## src/rtl/pvs_pkg.sv

```systemverilog
// Shared constants, FSM state encoding and vector word layout for pattern_vector_sequencer.
// Vector word layout, MSB to LSB: {wft, wfc, rpt, last}.
package pvs_pkg;

    localparam int unsigned PVS_NUM_SIG = 23;
    localparam int unsigned PVS_WFC_W   = 8;
    localparam int unsigned PVS_WFT_W   = 4;
    localparam int unsigned PVS_DEPTH   = 4;
    localparam int unsigned PVS_RPT_W   = 16;

    typedef enum logic [2:0] {
        StIdle,
        StLoad,
        StHigh,
        StLow,
        StStall
    } pvs_state_e;

    function automatic int unsigned vec_word_width(int unsigned wft_w, int unsigned wfc_bits);
        return wft_w + wfc_bits + PVS_RPT_W + 1;
    endfunction

endpackage

```

## src/rtl/pattern_vector_sequencer_if.sv

```systemverilog
// Vector-loader handshake into the sequencer: master = loader, slave = sequencer.
interface pattern_vector_sequencer_if #(
    parameter int unsigned WFT_W    = 4,
    parameter int unsigned WFC_BITS = 184
);
    logic                vec_valid;
    logic                vec_ready;
    logic [WFT_W-1:0]    vec_wft;
    logic [0:WFC_BITS-1] vec_wfc;
    logic [15:0]         vec_rpt;
    logic                vec_last;

    modport master (
        output vec_valid, vec_wft, vec_wfc, vec_rpt, vec_last,
        input  vec_ready
    );

    modport slave (
        input  vec_valid, vec_wft, vec_wfc, vec_rpt, vec_last,
        output vec_ready
    );
endinterface

```

## src/rtl/pvs_vec_fifo.sv

```systemverilog
// Synchronous vector FIFO with first-word-fall-through head and registered ready (not full).
module pvs_vec_fifo #(
    parameter int unsigned WIDTH = 205,
    parameter int unsigned DEPTH = 4
) (
    input  logic             clk,
    input  logic             rst,
    input  logic             push,
    input  logic [WIDTH-1:0] push_data,
    input  logic             pop,
    output logic [WIDTH-1:0] head,
    output logic             empty,
    output logic             ready
);
    localparam int unsigned AW = $clog2(DEPTH);

    logic [WIDTH-1:0] mem_q [DEPTH];
    logic [AW-1:0]    wr_q, rd_q;
    logic [AW:0]      count_q, count_d;
    logic             ready_q, do_push, do_pop;

    assign do_push = push && ready_q;
    assign do_pop  = pop && (count_q != '0);
    assign count_d = count_q + (AW+1)'(do_push) - (AW+1)'(do_pop);

    always_ff @(posedge clk) begin
        if (rst) begin
            wr_q    <= '0;
            rd_q    <= '0;
            count_q <= '0;
            ready_q <= 1'b0;
        end else begin
            if (do_push) wr_q <= wr_q + AW'(1);
            if (do_pop)  rd_q <= rd_q + AW'(1);
            count_q <= count_d;
            // Ready looks one push ahead so it never admits a word into a full FIFO.
            ready_q <= (count_d != (AW+1)'(DEPTH));
        end
    end

    always_ff @(posedge clk) begin
        if (do_push) mem_q[wr_q] <= push_data;
    end

    assign head  = mem_q[rd_q];
    assign empty = (count_q == '0);
    assign ready = ready_q;
endmodule

```

## src/rtl/pattern_vector_sequencer.sv

```systemverilog
// Tester-cycle source: buffers vectors and drives tester_sync/wft/wfc with programmable widths.
// Optional PVS_SIGNATURE_EN adds a 16-bit running signature of emitted vectors.
module pattern_vector_sequencer
    import pvs_pkg::*;
#(
    parameter int unsigned NUM_SIG = PVS_NUM_SIG,
    parameter int unsigned WFC_W   = PVS_WFC_W,
    parameter int unsigned WFT_W   = PVS_WFT_W,
    parameter int unsigned DEPTH   = PVS_DEPTH
) (
    input  logic                       clk,
    input  logic                       rst,
    input  logic                       start,
    input  logic                       stop,
    input  logic [7:0]                 hi_cyc,
    input  logic [7:0]                 lo_cyc,
    pattern_vector_sequencer_if.slave  vec,
    output logic                       tester_sync,
    output logic [WFT_W-1:0]           wft,
    output logic [0:NUM_SIG*WFC_W-1]   wfc,
    output logic                       busy,
    output logic                       done,
    output logic                       underrun,
`ifdef PVS_SIGNATURE_EN
    output logic [15:0]                signature,
`endif
    output logic [31:0]                vec_count
);
    localparam int unsigned WfcBits = NUM_SIG * WFC_W;
    localparam int unsigned VecW    = vec_word_width(WFT_W, WfcBits);

    logic [VecW-1:0]      push_word, head_word;
    logic                 fifo_empty, fifo_ready, pop;
    logic [WFT_W-1:0]     head_wft;
    logic [0:WfcBits-1]   head_wfc;
    logic [PVS_RPT_W-1:0] head_rpt;
    logic                 head_last;

    pvs_state_e           state_q;
    logic [7:0]           cnt_q, hi_q, lo_q, hi_eff, lo_eff;
    logic [PVS_RPT_W-1:0] rpt_q;
    logic                 last_q, stop_q, sync_q, done_q, underrun_q;
    logic [WFT_W-1:0]     wft_q;
    logic [0:WfcBits-1]   wfc_q;
    logic [31:0]          count_q;
    logic                 stop_req, enter_high;

    assign push_word = {vec.vec_wft, vec.vec_wfc, vec.vec_rpt, vec.vec_last};
    assign {head_wft, head_wfc, head_rpt, head_last} = head_word;
    assign vec.vec_ready = fifo_ready;

    // Outputs are loaded from the FIFO head on entry to LOAD; the pop itself happens in LOAD.
    assign pop = (state_q == StLoad);

    pvs_vec_fifo #(
        .WIDTH (VecW),
        .DEPTH (DEPTH)
    ) u_fifo (
        .clk       (clk),
        .rst       (rst),
        .push      (vec.vec_valid),
        .push_data (push_word),
        .pop       (pop),
        .head      (head_word),
        .empty     (fifo_empty),
        .ready     (fifo_ready)
    );

    assign hi_eff     = (hi_cyc == '0) ? 8'd1 : hi_cyc;
    assign lo_eff     = (lo_cyc == '0) ? 8'd1 : lo_cyc;
    assign stop_req   = stop_q || stop;
    assign enter_high = (state_q == StLoad) ||
                        ((state_q == StLow) && (cnt_q == '0) && (rpt_q != '0));

    always_ff @(posedge clk) begin
        if (rst) begin
            state_q    <= StIdle;
            cnt_q      <= '0;
            hi_q       <= 8'd1;
            lo_q       <= 8'd1;
            rpt_q      <= '0;
            last_q     <= 1'b0;
            stop_q     <= 1'b0;
            sync_q     <= 1'b0;
            done_q     <= 1'b0;
            underrun_q <= 1'b0;
            wft_q      <= '0;
            wfc_q      <= '0;
            count_q    <= '0;
        end else begin
            if (stop) stop_q <= 1'b1;
            if (enter_high) begin
                sync_q  <= 1'b1;
                count_q <= count_q + 32'd1;
            end
            case (state_q)
                StIdle: begin
                    if (start) begin
                        done_q     <= 1'b0;
                        underrun_q <= 1'b0;
                        count_q    <= '0;
                        stop_q     <= 1'b0;
                        state_q    <= fifo_empty ? StStall : StLoad;
                        if (!fifo_empty) begin
                            wft_q  <= head_wft;
                            wfc_q  <= head_wfc;
                            rpt_q  <= head_rpt;
                            last_q <= head_last;
                        end
                    end
                end
                StLoad: begin
                    hi_q    <= hi_eff;
                    lo_q    <= lo_eff;
                    cnt_q   <= hi_eff - 8'd1;
                    state_q <= StHigh;
                end
                StHigh: begin
                    if (cnt_q == '0) begin
                        sync_q  <= 1'b0;
                        cnt_q   <= lo_q - 8'd1;
                        state_q <= StLow;
                    end else begin
                        cnt_q <= cnt_q - 8'd1;
                    end
                end
                StLow: begin
                    if (cnt_q != '0) begin
                        cnt_q <= cnt_q - 8'd1;
                    end else if (rpt_q != '0) begin
                        rpt_q   <= rpt_q - 16'd1;
                        cnt_q   <= hi_q - 8'd1;
                        state_q <= StHigh;
                    end else if (last_q) begin
                        done_q  <= 1'b1;
                        state_q <= StIdle;
                    end else if (stop_req) begin
                        state_q <= StIdle;
                    end else if (!fifo_empty) begin
                        wft_q   <= head_wft;
                        wfc_q   <= head_wfc;
                        rpt_q   <= head_rpt;
                        last_q  <= head_last;
                        state_q <= StLoad;
                    end else begin
                        underrun_q <= 1'b1;
                        state_q    <= StStall;
                    end
                end
                StStall: begin
                    if (stop_req) begin
                        state_q <= StIdle;
                    end else if (!fifo_empty) begin
                        wft_q   <= head_wft;
                        wfc_q   <= head_wfc;
                        rpt_q   <= head_rpt;
                        last_q  <= head_last;
                        state_q <= StLoad;
                    end
                end
                default: state_q <= StIdle;
            endcase
        end
    end

`ifdef PVS_SIGNATURE_EN
    localparam int unsigned SigW    = WFT_W + WfcBits;
    localparam int unsigned SigPadW = ((SigW + 15) / 16) * 16;

    logic [SigPadW-1:0] sig_word;
    logic [15:0]        sig_fold, sig_q;

    // Zero padding sits at the LSB end of the folded word.
    always_comb begin
        sig_word = SigPadW'({wft_q, wfc_q}) << (SigPadW - SigW);
        sig_fold = '0;
        for (int i = 0; i < int'(SigPadW / 16); i++) sig_fold ^= sig_word[16*i +: 16];
    end

    always_ff @(posedge clk) begin
        if (rst) begin
            sig_q <= '0;
        end else if ((state_q == StIdle) && start) begin
            sig_q <= '0;
        end else if (enter_high) begin
            sig_q <= {sig_q[14:0], sig_q[15]} ^ sig_fold;
        end
    end

    assign signature = sig_q;
`endif

    assign tester_sync = sync_q;
    assign wft         = wft_q;
    assign wfc         = wfc_q;
    assign busy        = (state_q != StIdle);
    assign done        = done_q;
    assign underrun    = underrun_q;
    assign vec_count   = count_q;
endmodule
```

## src/flat_wrapper.sv

```systemverilog
// flat-port wrapper written by rule: the top's interface ports become plain ports
module pattern_vector_sequencer_flat import pvs_pkg::*;
#(
    parameter int unsigned NUM_SIG = PVS_NUM_SIG,
    parameter int unsigned WFC_W   = PVS_WFC_W,
    parameter int unsigned WFT_W   = PVS_WFT_W,
    parameter int unsigned DEPTH   = PVS_DEPTH
)
  (clk, rst, start, stop, hi_cyc, lo_cyc, tester_sync, wft, wfc, busy, done, underrun, vec_count, vec_vec_valid, vec_vec_wft, vec_vec_wfc, vec_vec_rpt, vec_vec_last, vec_vec_ready);
  pattern_vector_sequencer_if #(.WFT_W(WFT_W)) vec_i ();
  input  logic clk;
  input  logic rst;
  input  logic start;
  input  logic stop;
  input  logic [7:0] hi_cyc;
  input  logic [7:0] lo_cyc;
  output logic tester_sync;
  output logic [WFT_W-1:0] wft;
  output logic [0:NUM_SIG*WFC_W-1] wfc;
  output logic busy;
  output logic done;
  output logic underrun;
  output logic [31:0] vec_count;
  input wire logic [$bits(vec_i.vec_valid)-1:0] vec_vec_valid;
  input wire logic [$bits(vec_i.vec_wft)-1:0] vec_vec_wft;
  input wire logic [$bits(vec_i.vec_wfc)-1:0] vec_vec_wfc;
  input wire logic [$bits(vec_i.vec_rpt)-1:0] vec_vec_rpt;
  input wire logic [$bits(vec_i.vec_last)-1:0] vec_vec_last;
  output wire logic [$bits(vec_i.vec_ready)-1:0] vec_vec_ready;
  assign vec_i.vec_valid = vec_vec_valid;
  assign vec_i.vec_wft = vec_vec_wft;
  assign vec_i.vec_wfc = vec_vec_wfc;
  assign vec_i.vec_rpt = vec_vec_rpt;
  assign vec_i.vec_last = vec_vec_last;
  assign vec_vec_ready = vec_i.vec_ready;
  pattern_vector_sequencer #(.NUM_SIG(NUM_SIG), .WFC_W(WFC_W), .WFT_W(WFT_W), .DEPTH(DEPTH)) u_core (.clk(clk), .rst(rst), .start(start), .stop(stop), .hi_cyc(hi_cyc), .lo_cyc(lo_cyc), .vec(vec_i), .tester_sync(tester_sync), .wft(wft), .wfc(wfc), .busy(busy), .done(done), .underrun(underrun), .vec_count(vec_count));
endmodule
```

## config.mk

```make
export PLATFORM = sky130hd
export DESIGN_NAME = pattern_vector_sequencer_flat
export DESIGN_NICKNAME = d
export VERILOG_FILES = /design/src/rtl/pvs_pkg.sv /design/src/rtl/pattern_vector_sequencer_if.sv /design/src/rtl/pvs_vec_fifo.sv /design/src/rtl/pattern_vector_sequencer.sv /design/src/flat_wrapper.sv
export SDC_FILE = /design/constraint.sdc
export NUM_CORES = 1
export LEC_CHECK = 0
export ABC_AREA = 1
export BUFFER_PORTS_ARGS = -buffer_cell sky130_fd_sc_hd__buf_2
export CAP_MARGIN = 20
export CORE_MARGIN = 5
export CORE_UTILIZATION = 40
export DETAILED_ROUTE_END_ITERATION = 10
export PLACE_DENSITY = 0.65
export SYNTH_ARGS = -nofsm -noshare
export SYNTH_HDL_FRONTEND = slang
export SYNTH_HIERARCHICAL = 1
export SYNTH_SLANG_ARGS = --single-unit
```

## constraint.sdc

```tcl
create_clock -name clk -period 17.1 [get_ports clk]
set_clock_uncertainty 0.1 [all_clocks]
set_input_delay 5.13 -clock clk [delete_from_list [all_inputs] [get_ports clk]]
set_output_delay 5.13 -clock clk [all_outputs]
set_load 0.02 [all_outputs]
```

# Yosys cells after proc, flatten, opt, wreduce, memory -nomap -nowiden
# Memories as Yosys holds them, arrays and structs flattened. A register that Yosys moved wholly into a read port is not among the register bits.
# Index checks and enable logic that the tools add are counted.
[totals]
reg_bits = 276
mem_bits_rw = 820
out_inout_bits = 225
wordCells = 140
n_memories = 1
[classes]
add_sub_neg = 10
eq_ne = 17
n_mux = 70
reduce_logical = 25
[mem_list]
columns = ["name", "depth", "word_bits", "rd", "rd_ports_with_merged_regs", "write_ports", "line_no", "source"]
rows = [
  ["u_core.u_fifo.mem_q", 4, 205, 1, 1, 1, "pvs_vec_fifo.sv:17", "logic [WIDTH-1:0] mem_q [DEPTH];"],
]
[ops]
columns = ["operator", "count"]
rows = [
  ["two-way mux 184 bit", 6],
  ["case mux 184 bit (3 select lines)", 1],
  ["two-way mux 16 bit", 6],
  ["two-way mux 32 bit", 3],
  ["case mux 16 bit (3 select lines)", 1],
  ["two-way mux 8 bit", 5],
  ["adder 32 x 1 -> 32 bit, second input constant", 1],
  ["subtractor 8 x 1 -> 8 bit, second input constant", 4],
  ["two-way mux 3 bit", 9],
  ["two-way mux 1 bit", 25],
  ["logical NOT 8 bit", 3],
  ["two-way mux 4 bit", 6],
  ["case mux 8 bit (3 select lines)", 1],
  ["nonzero test 16 bit", 1],
  ["subtractor 16 x 1 -> 16 bit, second input constant", 1],
  ["case mux 3 bit (5 select lines)", 1],
  ["AND reduction 5 bit", 3],
  ["inequality test 2 bit, second input constant", 6],
  ["inequality test 3 bit, second input constant", 4],
  ["case mux 4 bit (3 select lines)", 1],
  ["nonzero test 3 bit", 4],
  ["AND reduction 4 bit", 2],
  ["nonzero test 8 bit", 1],
  ["AND reduction 7 bit", 1],
  ["other kinds (15)", 26],
]

# Depth between registers and ports, before layout
# Gate-level depths: netlist of the first run.
[logic_depth]
word_depth = 7
mapped_depth = 15

# Modules after synthesis
# The synthesis of the first run kept the hierarchy.
[modules_own_cells]
columns = ["module", "instances", "cells_each", "area_each_um2", "seq_area_each_um2"]
rows = [
  ["pvs_vec_fifo", 1, 2048, 30795.8, 24823.8],
  ["pattern_vector_sequencer", 1, 1706, 11830.1, 5365.1],
]

# Least setup slack after synthesis of the first run
# No wires, ideal clock.
[synth_timing]
path_type = "input port to flip-flop"
startpoint = "input vec_vec_valid"
endpoint = "memory u_core.u_fifo.mem_q[0][0] (enable)"
setup_ps = 775
arrival_ps = 13812
slack_ps = 2413
path_stages = 2
path_cell_list = "nand2_1 > nor2_1"
[synth_via]
elab_chain_len = 3
[synth_rtl]
columns = ["item", "line_no", "source"]
rows = [
  ["start, declared", "flat_wrapper.sv:24", "input wire logic [$bits(vec_i.vec_valid)-1:0] vec_vec_valid;"],
  ["logical AND 1 bit", "pvs_vec_fifo.sv:22", "assign do_push = push && ready_q;"],
  ["two-way mux 1 bit", "pvs_vec_fifo.sv:42", "if (do_push) mem_q[wr_q] <= push_data;"],
  ["two-way mux 1 bit (not written as such)", "pvs_vec_fifo.sv:42", ""],
  ["end, declared", "pvs_vec_fifo.sv:17", ""],
]
# Every way passes these cells.

# Worst setup path in the final report of the first run
[layout_timing]
startpoint = "input vec_vec_valid"
endpoint = "memory u_core.u_fifo.mem_q[0][75] (enable)"
# Same word-level chain as after synthesis.

==> run_results.csv, run 1 <==
group,metric,value,unit
setup_path,cp_slowest_cell,"nor2_4",
timing,rsz0062_at_grt,"no",
setup_path,crit_family,"buffers and inverters",
setup_path,path_common_cell,"buf_4",
cts,htreeDepth,3,
cts,cts-root-buf,"clkbuf_16",
synthesis,post_synth.cell_area_avg,11.4,sq um
floorplanning,fp.dieArea,113000,sq um
setup_path,max_stage_delay,0.81,ns
synthesis,synthFlopType,"edfxtp_1",
setup_path,path_buf_inv,4,
synthesis,synth.top_cell.area_share,57.8,%
timing,fmax,0.122,GHz
drt,dr_wl_met2,52.6,mm
drt,drt_iter0_markers,2423,
timing,final-hold-violation-count,0,
synthesis,yosysTopAreaCell,"edfxtp_1",
drt,drt-wirelength-per-cell,19.4,microns
global_route,grt_pass1_wl,165,mm
floorplanning,rows,119,
setup_path,worst-path-stages,6,
drt,dr_total_vias,29472,
timing,finalSetupViolCount,0,
setup_path,ff2ff_path_depth,5,
finish,fill_cells,9445,
synthesis,synth_edf_count,820,
setup_path,cp.required,17.33,ns
synthesis,synth_fp_nets,3994,
cts,cts_resized,0,
synthesis,synth_cell_types,45,
flow_run,cap_violations,0,
synthesis,synth.cell_area,42600,sq um
outcome,status,"finished clean",
synthesis,netlist_instances,3754,
power_and_ir_drop,p_per_area,168,nW/um^2
drt,top_layer_used,"met5",
finish,regArea,30200,sq um
global_route,antenna_found_initial,56,
cts,clock_latency,0.70,ns
drt,wirelength,110,mm
finish,layout-drive-gt1-share,16.4,%
drt,wl_met1,45.0,mm
synthesis,ys_ff_latch,1098,
global_route,grt.total_usage,18.7,%
power_and_ir_drop,irDropWorstVdd,146,uV
timing,tightest_slew,1.39,ns
timing,fin_crit_sh,48.1,%
floorplanning,initial_core_util,40.4,%
place,numPortBuffers,450,
synthesis,yosys-top-cells-area,"edfxtp_1 (58%), dfxtp_1 (13%), nor2_1 (8.2%)",
cts,clk_pin_slew_worst_paths,0.06,ns
drt,drcViolationCount,0,
setup_path,crit_chain,"buf_2 -> nand2_1 -> nor2_4 -> buf_4 -> buf_4 -> buf_4",
timing,drv_slew,0,
drt,firstDrtPassIters,5,
drt,via_per_inst,5.21,
finish,nets,4370,
power_and_ir_drop,p_leak,0.0180,uW
cts,post_cts_buffers,0,
finish,area_growth,16.4,%
timing,slew_headroom,7.19,%
global_route,grt_max_degree,211,
worst_hold_path,hold_class,"reg -> reg",
setup_path,cp-start-kind,"input port",
setup_path,critical_path_arrival,8.45,ns
place,place.gp.congestion,0.885,
place,dp_hpwl,63.6,mm
drt,ant_nets,0,
setup_path,cp_max_fo,47,
synthesis,synth-seq-area-share,70.8,%
drt,route.met3.wl,8.82,mm
cts,cts_hold_buffers,0,
floorplanning,core_area,106000,sq um
setup_path,ff2ff_setup_slack,13.06,ns
setup_path,critPathKind,"in -> reg",
finish,multiInputGateArea,10800,sq um
worst_hold_path,holdPathStages,2,
cts,cts_tree,"done",
cts,clk_path_buf_depth,3,
cts,cts_sinks,1098,
setup_path,endpoint_kind,"register",
floorplanning,die_w,336,microns
synthesis,yosys_warnings,6,
place,dpl.cell_count,5406,
synthesis,async_flop_share,0,%
timing,finalCriticalPeriod,8.22,ns
floorplanning,io_pins,451,
cts,cts_buffers,113,
floorplanning,die_h,336,microns
global_route,grt_overflow,0,
global_route,grt_pass1_vias,27867,
timing,tns,0,ns
finish,fin_cells,5658,
==> cells by family (layout without fill, tap and decap cells) <==
logic type      after synthesis  in the layout  share of synthesized area (%)
compound gates              986            986                           12.3
xor+xnor                     25             25                          0.514
fa+ha+maj                    14             14                          0.429
buf+inv                     339            814                           3.99
flops                      1098           1098                           70.8
mux                           2              2                         0.0470
other cells                   0             38                              0
simple gates               1290           1290                           11.9
==> cell type report <==
cell class                 count  area share, %
sequential                  1098           60.9
clock inverter                49           1.17
clock buffer                 165           6.48
antenna                       38          0.192
inverter                     118          0.948
multi-input combinational   2317           21.7
tap                         1391           3.51
timing repair buffer         482           5.12
==> state kept, by name (all words and copies together), names as in the netlist, 2 cells and up, named ones only <==
name                   flops
u_core/cnt_q               8
u_core/hi_q                8
u_core/lo_q                8
u_core/rpt_q              16
u_core/state_q             3
u_core/u_fifo/count_q      3
u_core/u_fifo/mem_q      820
u_core/u_fifo/rd_q         2
u_core/u_fifo/wr_q         2
u_core/vec_count          32
u_core/wfc               184
u_core/wft                 4
==> path summary, 6_finish.rpt <==
check	from	end
worst max-delay path	vec_vec_valid	u_core/u_fifo/mem_q[0][75]
worst min-delay path	u_core/underrun	u_core/underrun
worst max register to register	u_core/u_fifo/ready	u_core/u_fifo/mem_q[0][75]
worst min register to register	u_core/underrun	u_core/underrun
==> power breakdown <==
part	leakage [uW]	switching (uW)	total, uW	internal [uW]
Clock	0.00185	1030	2460	1420
Sequential	0.00971	230	3550	3320
Combinational	0.00639	1650	2320	666
==> synthesized netlist by cell type, types with 3 or more instances <==
cell type / number
clkbuf_1: 88
buf_4: 8
xor2_1: 19
nor2_1: 926
o22ai_1: 209
o31ai_1: 3
nor3_1: 23
clkbuf_2: 21
o21ai_1: 195
dfxtp_1: 278
nand3b_1: 3
nand3_1: 57
ha_1: 13
a21boi_0: 3
or2_2: 7
o211ai_1: 8
nand4_1: 13
edfxtp_1: 820
inv_1: 108
nor2_2: 6
buf_6: 38
nand2_1: 249
o21ai_0: 479
inv_2: 6
a21oi_1: 80
buf_2: 66
xnor2_1: 6
==> routing by layer <==
layer | global-route usage, % | vias up
met5 | 0 | -
met1 | 24.0 | 14215
li1 | - | 14103
met4 | 6.19 | 30
met3 | 5.24 | 219
met2 | 30.8 | 905
==> tightest hold or removal path, cell delays in order, from the launching register on <==
cell	delay, ns
dfxtp_1	0.31
inv_1	0.05
a21oi_1	0.05
==> stage by stage <==
step / util (%) / area [sq um] / worst slack, ns / hold slack (ns) / total power, uW
finish: 47.0 / 49600 / 8.88 / 0.353 / 8320
global route: 46.9 / 49500 / 8.71 / 0.377 / 8780
CTS: 46.9 / 49500 / 8.87 / 0.353 / 8390
detailed placement: 43.3 / 45700 / 8.09 / 0.344 / 5920
global placement: 43.3 / 45700 / 8.13 / 0.349 / 5890
floorplan: - / 42600 / 2.41 / 0.341 / 5200
==> cells in the final DEF, fill, tap and decap left out, drive strengths merged, types with 6 or more instances in the layout <==
cell / Yosys / routed
nor2: 932 / 932
edfxtp: 820 / 820
o21ai: 676 / 676
buf: 112 / 482
dfxtp: 278 / 278
nand2: 250 / 250
o22ai: 209 / 209
clkbuf: 109 / 165
inv: 115 / 127
a21oi: 80 / 80
nand3: 58 / 58
diode: 0 / 38
clkinv: 3 / 30
nor3: 24 / 24
xor2: 19 / 19
nand4: 13 / 13
ha: 13 / 13
o211ai: 8 / 8
bufinv: 0 / 7
or2: 7 / 7
xnor2: 6 / 6
No activity file was read; power rests on OpenSTA's default activity.
==> inputs of run 2 (changes only) <==
Clock period 17.1 ns to 7.8 ns, I/O delays scaled along.
==> run 2 against run 1 <==
Net effect: setup slack worse by 5.7 ns; sequential power is 120% higher; die area stayed put; hold slack better by 0.0065 ns; register-to-register slack worse by 9.0 ns; first-iteration DRC count is 16% lower; power is 120% higher; utilization is 0.098 points higher; sequential share of layout area is 0.13 points lower; final area is 0.21% higher; largest cell class unchanged; largest power group unchanged; highest routed layer unchanged.
==> run_results.csv, run 2 (synthesis results as in run 1) <==
group,metric,value,unit
power_and_ir_drop,p_per_area,368,nW/um^2
setup_path,cp_max_fo,63,
cts,htreeDepth,3,
setup_path,path_buf_inv,4,
cts,cts_hold_buffers,0,
global_route,antenna_found_initial,53,
worst_hold_path,hold_class,"reg -> reg",
floorplanning,die_w,336,microns
finish,layout_commonest_cell,"nor2_1",
place,place.gp.congestion,0.893,
flow_run,cap_violations,0,
timing,slew_headroom,21.7,%
drt,drt_iter0_markers,2045,
place,numPortBuffers,450,
global_route,grt_pass1_wl,166,mm
floorplanning,io_pins,451,
timing,drv_slew,0,
finish,largest_reg_flops,820,
cts,clk_pin_slew_worst_paths,0.06,ns
finish,fin_cells,5652,
global_route,grt_max_degree,209,
power_and_ir_drop,finalPower,18300,uW
cts,cts-root-buf,"clkbuf_16",
drt,dr_total_vias,29516,
finish,area_growth,16.6,%
timing,fmax,0.215,GHz
floorplanning,rows,119,
setup_path,cp-start-kind,"input port",
drt,firstDrtPassIters,5,
drt,ant_nets,0,
cts,post_cts_buffers,0,
cts,clock_latency,0.70,ns
cts,cts_tree,"done",
global_route,grt.total_usage,18.8,%
cts,cts_buffers,111,
setup_path,endpoint_kind,"register",
setup_path,critical_path_arrival,5.17,ns
finish,layout-drive-gt1-share,16.2,%
setup_path,critPathKind,"in -> reg",
setup_path,crit_chain,"buf_2 -> nor2_2 -> inv_1 -> o21ai_2 -> nand3_1 -> nor2_2 -> nand2_8 -> inv_6 -> buf_4 -> nor2_1 -> nor2_1",
power_and_ir_drop,irDropWorstVdd,292,uV
setup_path,max_stage_delay,0.61,ns
floorplanning,fp.dieArea,113000,sq um
place,dpl.cell_count,5404,
power_and_ir_drop,p_leak,0.0180,uW
cts,clk_path_buf_depth,3,
setup_path,cp.required,8.32,ns
finish,mostFrequentLayoutCells,"nor2_1 (922), edfxtp_1 (820), o21ai_0 (478)",
drt,wirelength,110,mm
floorplanning,initial_core_util,40.4,%
setup_path,cp_slowest_cell,"inv_6",
timing,final-hold-violation-count,0,
floorplanning,die_h,336,microns
global_route,grt_pass1_vias,28106,
finish,largest_register,"u_core/u_fifo/mem_q",
timing,tightest_slew,1.18,ns
timing,fin_crit_sh,59.7,%
finish,nets,4366,
cts,cts_resized,0,
timing,finalSetupViolCount,0,
drt,drt-wirelength-per-cell,19.5,microns
finish,utilization,47.1,%
timing,finalCriticalPeriod,4.65,ns
drt,via_per_inst,5.22,
timing,rsz0062_at_grt,"no",
place,dp_hpwl,63.2,mm
outcome,status,"finished clean",
global_route,grt_overflow,0,
setup_path,crit_family,"buffers and inverters",
floorplanning,core_area,106000,sq um
drt,drcViolationCount,0,
cts,cts_sinks,1098,
run 2: changes by cell type in the layout (fill, tap and decap cells not counted), sizes merged:
cell / change
diode: -2
bufinv: +3
clkinv: -6
clkbuf: +4
inv: -5
buf: -2
clkinvlp: +2
run 2: where the power goes:
part | switching [uW] | leakage (uW) | internal (uW)
sequential | 527 | 0.00971 | 7270
clock | 2230 | 0.00184 | 3190
combinational | 3610 | 0.00641 | 1470
total | 6370 | 0.0180 | 11900
run 2: layout make-up:
cell class                 instances  area [sq um]
antenna                           36          90.1
clock buffer                     169          3220
clock inverter                    43           586
fill                            9422         55900
inverter                         118           470
multi-input combinational       2317         10800
sequential                      1098         30200
tap                             1391          1740
timing repair buffer             480          2640
run 2: layer usage:
layer	wire [microns]	up-vias	global-route usage, %
met5	183	-	0
li1	-	14089	-
met4	3810	26	7.12
met2	53100	761	31.5
met3	7810	234	5.12
met1	45100	14406	23.5
run 2: path summary, 6_finish.rpt:
| kind | slack [ns] | cells after the start | startpoint | end |
|---|---|---|---|---|
| max reg2reg | 4.10 | 13 | u_core/rpt_q[0] | u_core/wfc[25] |
| min reg2reg | 0.36 | 2 | u_core/underrun | u_core/underrun |
| min | 0.36 | 2 | u_core/underrun | u_core/underrun |
| max | 3.15 | 11 | stop | u_core/wfc[25] |
run 2: worst register-to-register path, cell delays in order (launching register included):
cell and delay, ns:
dfxtp_1 0.34, inv_1 0.12, ha_1 0.18, nand2_1 0.06, nor2_1 0.20, nand2_1 0.15
nand2_1 0.36, nand3_1 0.15, nor2_2 0.23, nand2_8 0.25, inv_6 0.67, buf_4 0.62
nor2_1 0.10, nor2_1 0.12
run 2: through the flow:
stage          worst slack [ns]  hold WS [ns]  setup TNS [ns]  instance area [sq um]
2_1_floorplan            -0.658         0.341         -539.34                  42600
3_3_place_gp               2.55         0.350               0                  45800
3_5_place_dp               2.45         0.354               0                  45800
4_1_cts                    3.20         0.364               0                  49600
5_1_grt                    2.96         0.396               0                  49700
6_report                   3.15         0.359               0                  49700
